--- src/rtl/mips_pkg.sv ---
// Shared MIPS decode-stage definitions: register file geometry, well-known
// register indices and the address/word types used by the register file.
package mips_pkg;

  localparam int DATA_WIDTH = 32;
  localparam int ADDR_WIDTH = 5;
  localparam int NUM_REGS   = 2 ** ADDR_WIDTH;

  typedef logic [ADDR_WIDTH-1:0] reg_addr_t;
  typedef logic [DATA_WIDTH-1:0] word_t;

  localparam reg_addr_t REG_ZERO = reg_addr_t'(0);
  localparam reg_addr_t REG_RA   = reg_addr_t'(31);

  // True when an enabled access targets a real (non-zero) register at 'addr'.
  function automatic logic addr_match(input logic en, input reg_addr_t a, input reg_addr_t addr);
    return en && (a == addr) && (addr != REG_ZERO);
  endfunction

endpackage

--- src/rtl/reg_file_entry.sv ---
// One general-purpose register: DATA_WIDTH flops with load enable and an
// asynchronous active-low reset to a configurable value.
module reg_file_entry #(
  parameter int                    DATA_WIDTH  = 32,
  parameter logic [DATA_WIDTH-1:0] RESET_VALUE = '0
) (
  input  logic                  clock,
  input  logic                  reset_n,
  input  logic                  load,
  input  logic [DATA_WIDTH-1:0] d,
  output logic [DATA_WIDTH-1:0] q
);

  always_ff @(posedge clock or negedge reset_n) begin
    if (!reset_n) begin
      q <= RESET_VALUE;
    end else if (load) begin
      q <= d;
    end
  end

endmodule

--- src/rtl/register_file_sb.sv ---
// MIPS register file with write-back bypass and a per-register busy scoreboard
// used by decode to stall on RAW hazards. Entry 0 is hardwired to zero.
module register_file_sb #(
  parameter int                    DATA_WIDTH  = mips_pkg::DATA_WIDTH,
  parameter int                    ADDR_WIDTH  = mips_pkg::ADDR_WIDTH,
  parameter int                    NUM_REGS    = mips_pkg::NUM_REGS,
  parameter logic [DATA_WIDTH-1:0] RESET_VALUE = '0
) (
  input  logic                  clock,
  input  logic                  reset_n,
  input  logic [ADDR_WIDTH-1:0] read_addr_a,
  input  logic [ADDR_WIDTH-1:0] read_addr_b,
  output logic [DATA_WIDTH-1:0] read_data_a,
  output logic [DATA_WIDTH-1:0] read_data_b,
  output logic                  busy_a,
  output logic                  busy_b,
  input  logic                  write_enable,
  input  logic [ADDR_WIDTH-1:0] write_addr,
  input  logic [DATA_WIDTH-1:0] write_data,
  input  logic                  issue_valid,
  input  logic [ADDR_WIDTH-1:0] issue_dest
);

  import mips_pkg::*;

  logic [NUM_REGS-1:1]                 wr_hit;
  logic [NUM_REGS-1:1]                 iss_hit;
  logic [NUM_REGS-1:0][DATA_WIDTH-1:0] entry_q;
  logic [NUM_REGS-1:1]                 busy_q;
  logic [NUM_REGS-1:0]                 busy;
  logic                                bypass_a;
  logic                                bypass_b;
  logic                                wb_hit_a;
  logic                                wb_hit_b;

  assign entry_q[0] = '0;

  generate
    for (genvar r = 1; r < NUM_REGS; r++) begin : g_entry
      assign wr_hit[r]  = write_enable && (write_addr == ADDR_WIDTH'(r));
      assign iss_hit[r] = issue_valid  && (issue_dest == ADDR_WIDTH'(r));

      reg_file_entry #(
        .DATA_WIDTH  (DATA_WIDTH),
        .RESET_VALUE (RESET_VALUE)
      ) u_entry (
        .clock   (clock),
        .reset_n (reset_n),
        .load    (wr_hit[r]),
        .d       (write_data),
        .q       (entry_q[r])
      );

      // A newer producer issuing this cycle outranks the older one retiring.
      always_ff @(posedge clock or negedge reset_n) begin
        if (!reset_n) begin
          busy_q[r] <= 1'b0;
        end else if (iss_hit[r]) begin
          busy_q[r] <= 1'b1;
        end else if (wr_hit[r]) begin
          busy_q[r] <= 1'b0;
        end
      end
    end
  endgenerate

  assign busy = {busy_q, 1'b0};

  assign wb_hit_a = write_enable && (write_addr == read_addr_a);
  assign wb_hit_b = write_enable && (write_addr == read_addr_b);
  assign bypass_a = wb_hit_a && (read_addr_a != REG_ZERO);
  assign bypass_b = wb_hit_b && (read_addr_b != REG_ZERO);

  always_comb begin
    read_data_a = entry_q[read_addr_a];
    if (read_addr_a == REG_ZERO) begin
      read_data_a = '0;
    end else if (bypass_a) begin
      read_data_a = write_data;
    end
  end

  always_comb begin
    read_data_b = entry_q[read_addr_b];
    if (read_addr_b == REG_ZERO) begin
      read_data_b = '0;
    end else if (bypass_b) begin
      read_data_b = write_data;
    end
  end

  // The write-back landing this cycle already satisfies the hazard.
  assign busy_a = busy[read_addr_a] && !wb_hit_a;
  assign busy_b = busy[read_addr_b] && !wb_hit_b;

endmodule

--- config.mk ---
export PLATFORM = sky130hd
export DESIGN_NAME = register_file_sb
export DESIGN_NICKNAME = d
export VERILOG_FILES = /design/src/rtl/mips_pkg.sv /design/src/rtl/reg_file_entry.sv /design/src/rtl/register_file_sb.sv
export SDC_FILE = /design/constraint.sdc
export NUM_CORES = 2
export LEC_CHECK = 0
export ABC_AREA = 1
export CORE_MARGIN = 2
export CORE_UTILIZATION = 40
export CTS_CLUSTER_DIAMETER = 100
export DETAILED_ROUTE_END_ITERATION = 16
export PLACE_DENSITY = 0.6
export SETUP_SLACK_MARGIN = 0.15
export SLEW_MARGIN = 15
export SYNTH_ARGS = -nofsm -noshare
export SYNTH_HDL_FRONTEND = slang
export SYNTH_HIERARCHICAL = 1
export SYNTH_SLANG_ARGS = --single-unit
--- constraint.sdc ---
create_clock -name clock -period 2.1 [get_ports clock]
set_input_delay 0.315 -clock clock [delete_from_list [all_inputs] [get_ports clock]]
set_output_delay 0.315 -clock clock [all_outputs]
set_load 0.01 [all_outputs]
======== Word level (Yosys, flattened, before mapping) ========
Cells that the tools add are included.
Widths: inputs -> output; s select.
operators by class
  order comparisons ....................... 2
  equality and inequality tests ........... 64
  mux-type cells .......................... 74
  reduce and logical (&&, ||, !) cells .... 105
operators by type and width
  cell                number
  $bmux 32 s5         2
  $mux 32             6
  $eq 5x5->1 const B  32
  $eq 5x4->1 const B  16
  $logic_and 1x1->1   68
  $mux 1              64
  $reduce_bool 2->1   31
  $eq 5x3->1 const B  8
  $eq 5x2->1 const B  4
  $lt 5x6->1 const B  2
  $bmux 1 s5          2
  $eq 5x1->1 const B  2
  $eq 5x5->1          2
  $logic_not 5->1     2
  $reduce_bool 5->1   2
  $logic_not 1->1     2
storage, ports and cells
  flip-flop bits (word level) ............. 1,023
  bits of input ports ..................... 56
  output and inout port bits .............. 66
  word-level logic and storage cells ...... 307

======== Logic depth before layout (Yosys ltp) ========
  word-level depth ........................ 5
  depth in mapped cells ................... 13
  depth with buffers taken out ............ 11

======== Cells and area by module ========
Netlist, hierarchy kept.
by module, submodules not included
  module            times used  cells each  area each (sq um)
  reg_file_entry    31          136         1,292.5
  register_file_sb  1           5,390       23,826.6

======== Worst setup path after synthesis ========
Ideal clock, no wire load.
  path type ............................... input-to-output
  start ................................... in read_addr_b[0]
  end ..................................... out busy_b
  data arrival time ....................... 1.474 ns
  data required time ...................... 1.785 ns
  path slack .............................. 0.311 ns
  cell stages on the path ................. 10
  cell sequence ........................... buf_4 nor2_2 buf_2 buf_2 a21oi_1 nand3_1 nand3_1 nand2_1 a21oi_1 nor2_1
on the way
  word-level cells in the longest chain between the ends .. 4
RTL lines
  what                                                                line                    source
  start: declaration                                                  register_file_sb.sv:12  input logic [ADDR_WIDTH-1:0] read_addr_b,
  parallel branches: the longest is 3 deep, another holds $bmux 1 s5  n/a
  $logic_and 1x1->1 (*)                                               register_file_sb.sv:94  assign busy_b = busy[read_addr_b] && !wb_hit_b;
  end: declaration                                                    register_file_sb.sv:16  output logic busy_b,
Mark *: on every way between the ends. The select of a mux whose other input is x is not followed.

======== Worst setup path after layout ========
  start ................................... reg busy_q (netlist bit busy[30])
  end ..................................... out busy_b
on the way
  word-level cells in the longest chain between the ends .. 3
RTL lines
  what                              line                    source
  start: declaration                register_file_sb.sv:29  logic [NUM_REGS-1:1] busy_q;
  start signal: indexed assignment  register_file_sb.sv:57  busy_q[r] <= 1'b0;
  start signal: indexed assignment  register_file_sb.sv:59  busy_q[r] <= 1'b1;
  start signal: indexed assignment  register_file_sb.sv:61  busy_q[r] <= 1'b0;
  $bmux 1 s5                        register_file_sb.sv:94
  $mux 1 (not written as such)      register_file_sb.sv:94
  $logic_and 1x1->1                 register_file_sb.sv:94
Every way passes these cells. The select of a mux whose other input is x is not followed.

==> reports/qor.yml <==
status: "finished with violations"
violations: "setup timing"
synth_common_cells: "nand2_1, nand3_1, dfrtp_1, inv_1, nand2_2"
totalWireLength_um: 299000
power.clock.fraction_pct: 33.5
clock_latency_ns: 0.78
numClockSinks: 1023
crit_type: "register to primary output"
ys_types: 31
num_io_pins: 122
cp_max_fo: 2
fp.dieH_um: 404
coreArea_mm2: 0.159
ir_drop_mv: 0.764
start_util_pct: 40.3
ctsRootBufferMaster: "clkbuf_16"
yosysTopAreaCellShare_pct: 40.1
switching_share_pct: 34.0
ys.flop_type: "dfrtp_1"
crit_chain: "inv_1 -> nand2_1 -> nand3_2 -> nand4_1 -> nand3_2 -> nand2_2 -> a21oi_4 -> nor2_4 -> buf_6 -> buf_6"
min_path_type: "primary input to register"
dr.pass1.iters: 7
p_seq_share_pct: 39.1
grt_use_total_pct: 35.8
synth_top_area_cell: "dfrtp_1"
synth-edff-count: 0
cp_slowest_stage_delay_ns: 0.39
setup_viol: 66
antenna_left: 0
timing.final.ws_setup_ns: -0.504
grt_overflow: 0
grt_pass1_vias: 65500
die_x_um: 404
clock_skew_ns: 0
yosysMostFrequentCell: "nand2_1"
yosys-top-cells-area: "dfrtp_1, nand2_1, nand3_1"
fin_nets: 10400
drive_gt1_share_pct: 24.9
seq_area_frac_synth_pct: 40.1
worst_slew_margin_rel_pct: 54.8
via_per_inst: 5.56
wl_per_cell_um: 23.9
finalHoldViolCount: 0
via_count: 69500
period_minus_slack_ns: 2.60
dpl.hpwl_um: 193000
crit_arrival_ns: 2.29
synthesis.nets: 9662
crit_path_start_kind: "register"
post-route-period-util_pct: 124
grt_pass1_wl_um: 436000
powerDensity_mw_per_mm2: 807
syn-instance-count: 9606
endpoint_kind: "primary output"
postSynthAreaPerCell_um2: 6.65
combPwrFrac_pct: 27.4
netlist_area_mm2: 0.0639
worst_path_max_delay_cell: "dfrtp_1"
ys_seq_elements: 1023
fillers: 15400
cts.clk_slew.worst_paths_ns: 0.07
dr.first_iter.drc_count: 8515
p_sw_mw: 22.7
tightest_slew_ns: 0.678
place_ws_ns: -1.15
numCtsBuffers: 116
cts_tree: "built"
drcViolationCount: 0
place.gp.congestion: 0.986
slew_violations: 0
clock.fmax_mhz: 384
port_buffers: 121
grt_setup_unrepaired: "yes"
p_leak_nw: 42.9
yosys_warnings: 6
drv_cap: 0
layout-area-overhead-vs-synth_pct: 29.4
antenna_found_initial: 16
internal_power_mw: 44.0
dieArea_mm2: 0.163
max-clock-path-buffers: 3
crit_required_ns: 1.78
holdWs_ns: 0.125
grt_max_degree: 93
num_rows: 146
cts_max_level: 3
synthArstFlopShare_pct: 100
## cells in the final DEF (no fill, tap or decap), types with 20 or more instances in the layout
master and n:
nor2_4 37, clkbuf_1 31, buf_2 40, nor2_1 128, nand2_2 428, clkdlybuf4s50_1 29, a21oi_1 170, a21oi_2 34
dfrtp_1 1023, nand3_2 355, clkbuf_8 20, buf_4 779, nand3_4 127, buf_12 230, nand3_1 850, inv_1 414
nand4_1 51, clkinv_2 27, inv_8 34, clkbuf_16 118, inv_2 141, o21ai_0 39, nand2_1 4979, buf_6 123
o211ai_1 56
## cells by family after synthesis
group / Yosys count / share of synthesized area, %
buffers and inverters: 1242 / 11.7
AND/OR/NAND/NOR: 7023 / 45.5
flip-flops: 1023 / 40.1
AO/OA/AOI/OAI: 317 / 2.71
XOR/XNOR: 1 / 0.0137
## state kept, by name, summed over array words and instances, names as in the netlist
register,cells
busy,31
g_entry.u_entry/q,992
## routing by layer
| layer | GRT usage [%] | vias up | part of all wire (%) |
|---|---|---|---|
| met1 | 48.6 | 32800 | 40 |
| met2 | 51.3 | 4511 | 41 |
| li1 | - | 31200 | - |
| met3 | 10.2 | 1019 | 13 |
| met4 | 19.0 | 24 | 6.4 |
| met5 | 0 | - | 0.11 |
## worst max-delay path: cells and delay by family (launching register included)
family                 cells  cell delay (ns)
AO/OA/AOI/OAI              1             0.23
buffers and inverters      3             0.33
flip-flops                 1             0.39
AND/OR/NAND/NOR            6             0.55
## power by group through the flow
| stage | combinational [mW] | clock, mW | sequential, mW |
|---|---|---|---|
| 3_5_place_dp | 15.6 | 0 | 26.2 |
| 6_report | 18.3 | 22.3 | 26.1 |
| 4_1_cts | 16.8 | 22.5 | 26.0 |
| 5_1_grt | 20.0 | 23.2 | 26.5 |
| 3_3_place_gp | 15.3 | 0 | 26.1 |
| 2_1_floorplan | 8.86 | 0 | 25.8 |
## timing repair
action | in CTS | in global routing
gates cloned | 4 | 2
hold buffers | 4 | 0
resized for setup | 929 | 470
endpoints found under the hold margin | 580 | 0
setup endpoints to repair | 66 | 66
pin swaps | 367 | 363
setup buffers | 67 | 87
## area by class of cell
class / instances / area [um^2] / area share (%)
multi-input combinational: 7341 / 35100 / 42.5
sequential: 1023 / 25600 / 31.0
timing repair buffer: 1223 / 12700 / 15.4
clock buffer: 167 / 3290 / 3.99
tap: 2072 / 2590 / 3.14
inverter: 600 / 2540 / 3.07
clock inverter: 53 / 779 / 0.943
antenna: 10 / 25.0 / 0.0303
## path summary, 6_finish.rpt
check | startpoint | endpoint | slack, ns | cells after the start
setup / recovery | busy[30] | busy_b | -0.50 | 10
min in group asynchronous | reset_n | g_entry[5].u_entry/q[2] | 0.56 | 3
max in group asynchronous | reset_n | g_entry[18].u_entry/q[9] | 0.53 | 5
hold reg to reg | g_entry[12].u_entry/q[16] | g_entry[12].u_entry/q[16] | 0.47 | 2
hold / removal | write_data[29] | g_entry[19].u_entry/q[29] | 0.12 | 4
setup reg to reg | g_entry[1].u_entry/q[8] | g_entry[1].u_entry/q[8] | 1.11 | 5
## through the flow
stage	cell area (um^2)	utilization, %	std cells	total power, mW	TNS [ns]
2_1_floorplan	63900	-	9606	34.6	0
3_3_place_gp	72800	45.9	12100	41.5	-322.74
3_5_place_dp	72800	45.9	12100	41.9	-307.42
4_1_cts	80300	50.7	12400	65.3	-23.47
5_1_grt	82600	52.1	12500	69.8	-27.42
6_report	82600	52.1	12500	66.7	-22.27
Note: power is estimated with default switching activity, not from simulation.
==> patch (same flow settings) <==
`ADDR_WIDTH`: 5 -> 4.
--- a/src/rtl/mips_pkg.sv
+++ b/src/rtl/mips_pkg.sv
@@ -3,7 +3,7 @@
 package mips_pkg;
 
   localparam int DATA_WIDTH = 32;
-  localparam int ADDR_WIDTH = 5;
+  localparam int ADDR_WIDTH = 4;
   localparam int NUM_REGS   = 2 ** ADDR_WIDTH;
 
   typedef logic [ADDR_WIDTH-1:0] reg_addr_t;
Interface: changed (resized issue_dest, read_addr_a, read_addr_b and write_addr); port bits go from 122 to 118. The function was not compared with the original's and may differ.
==> patch against the original RTL <==
- the flow still finishes with violations (negative setup slack)
- first-iteration DRC count shrank 47%
- sequential cell count shrank 528
- clock skew is the same
- total power shrank 51%
- cell count shrank 51%
- design area shrank 51%
- synthesized area shrank 52%
- non-clock buffer count shrank 572
- die area shrank 51%
- wire length shrank 52%
- worst setup slack gained 0.31 ns
- critical endpoint is now read_data_b[30]
- largest power group unchanged
==> patch: results (changes against the original RTL) <==
----------------------------------------------------
[Clock network]
  Count of H-tree levels built during CTS ... 2 (was 3)

[Layout]
  Largest register FFs ... 480 (was 992)
  Fraction of layout instances using a drive strength above 1 ... 0.250 (was 0.249)
  Fin nets ... 5112 (was 10400)
  Multi-In Gates ... 3699 (was 7341)

[STA]
  Post-route worst setup slack ... -0.190 ns (was -0.504 ns)
  Setup Viol. Count Final ... 62 (was 66)
  Final setup TNS ... -4.40 ns (was -22.27 ns)

[Power and ir drop]
  Worst IR drop on VDD ... 0.000691 V (was 0.000764 V)
  Int Pwr ... 21.8 mW (was 44.0 mW)
  Clock share of power ... 0.332 (was 0.335)
  Final Power ... 33.0 mW (was 66.7 mW)

[Routing]
  Starting DRC count in detailed routing ... 4538 (was 8515)
  WL met3 ... 19.2 mm (was 37.9 mm)
  Number of iterations in the first detailed-routing pass ... 8 (was 7)
  Met1 WL ... 56.1 mm (was 119 mm)

[Global route]
  Global routing met2 resource utilization ... 0.523 (was 0.513)
  Global-route wire length before repair ... 209 mm (was 436 mm)
  Pin count of the biggest net entering global routing ... 82 (was 93)

[Hold path]
  Type of the worst min-delay path ... input port to async pin (was input port to register)

[Synthesis]
  Synth top area cells ... sky130_fd_sc_hd__dfrtp_1 (40%), sky130_fd_sc_hd__nand2_1 (31%), sky130_fd_sc_hd__nand3_1 (9.7%), sky130_fd_sc_hd__nand2_2 (3.0%), sky130_fd_sc_hd__clkbuf_8 (2.0%) (was sky130_fd_sc_hd__dfrtp_1 (40%), sky130_fd_sc_hd__nand2_1 (30%), sky130_fd_sc_hd__nand3_1 (10%), sky130_fd_sc_hd__inv_1 (3.3%), sky130_fd_sc_hd__nand2_2 (3.0%))
  Most used standard cells in the synthesized netlist ... sky130_fd_sc_hd__nand2_1 (2546), sky130_fd_sc_hd__nand3_1 (597), sky130_fd_sc_hd__dfrtp_1 (495), sky130_fd_sc_hd__nor2_1 (160), sky130_fd_sc_hd__nand2_2 (150) (was sky130_fd_sc_hd__nand2_1 (5111), sky130_fd_sc_hd__nand3_1 (1332), sky130_fd_sc_hd__dfrtp_1 (1023), sky130_fd_sc_hd__inv_1 (554), sky130_fd_sc_hd__nand2_2 (311))
  Unique cell type count in the Yosys netlist ... 28 (was 31)

[Run status]
  Violations in the final reports ... negative setup slack (unchanged)
  Result of the run ... complete, but fails checks (unchanged)

[Placed design]
  Final Wtd Congestion ... 0.960 (was 0.986)

----------------------------------------------------
patch: cell types whose count changed after synthesis, sizes merged, moves of 6 or more:
cell,unedited run,this run
dfrtp,1023,495
nor2,175,162
o21ai,52,122
clkbuf,173,115
nand2,5422,2696
a21oi,207,83
buf,469,196
o211ai,56,10
nand4,52,2
or2,33,12
nand3b,0,6
inv,599,155
nand3,1332,598
patch: path summary, 6_finish.rpt:
kind | startpoint | endpoint | depth (start not counted) | slack [ns]
max | g_entry[4].u_entry/q[30] | read_data_b[30] | 10 | -0.19
min | reset_n | g_entry[13].u_entry/q[4] | 2 | 0.16
max reg2reg | g_entry[4].u_entry/q[2] | g_entry[4].u_entry/q[2] | 5 | 1.12
min reg2reg | g_entry[1].u_entry/q[15] | g_entry[1].u_entry/q[15] | 2 | 0.47
max in group asynchronous | reset_n | g_entry[15].u_entry/q[23] | 4 | 1.11
min in group clock | write_addr[2] | busy[2] | 7 | 0.36
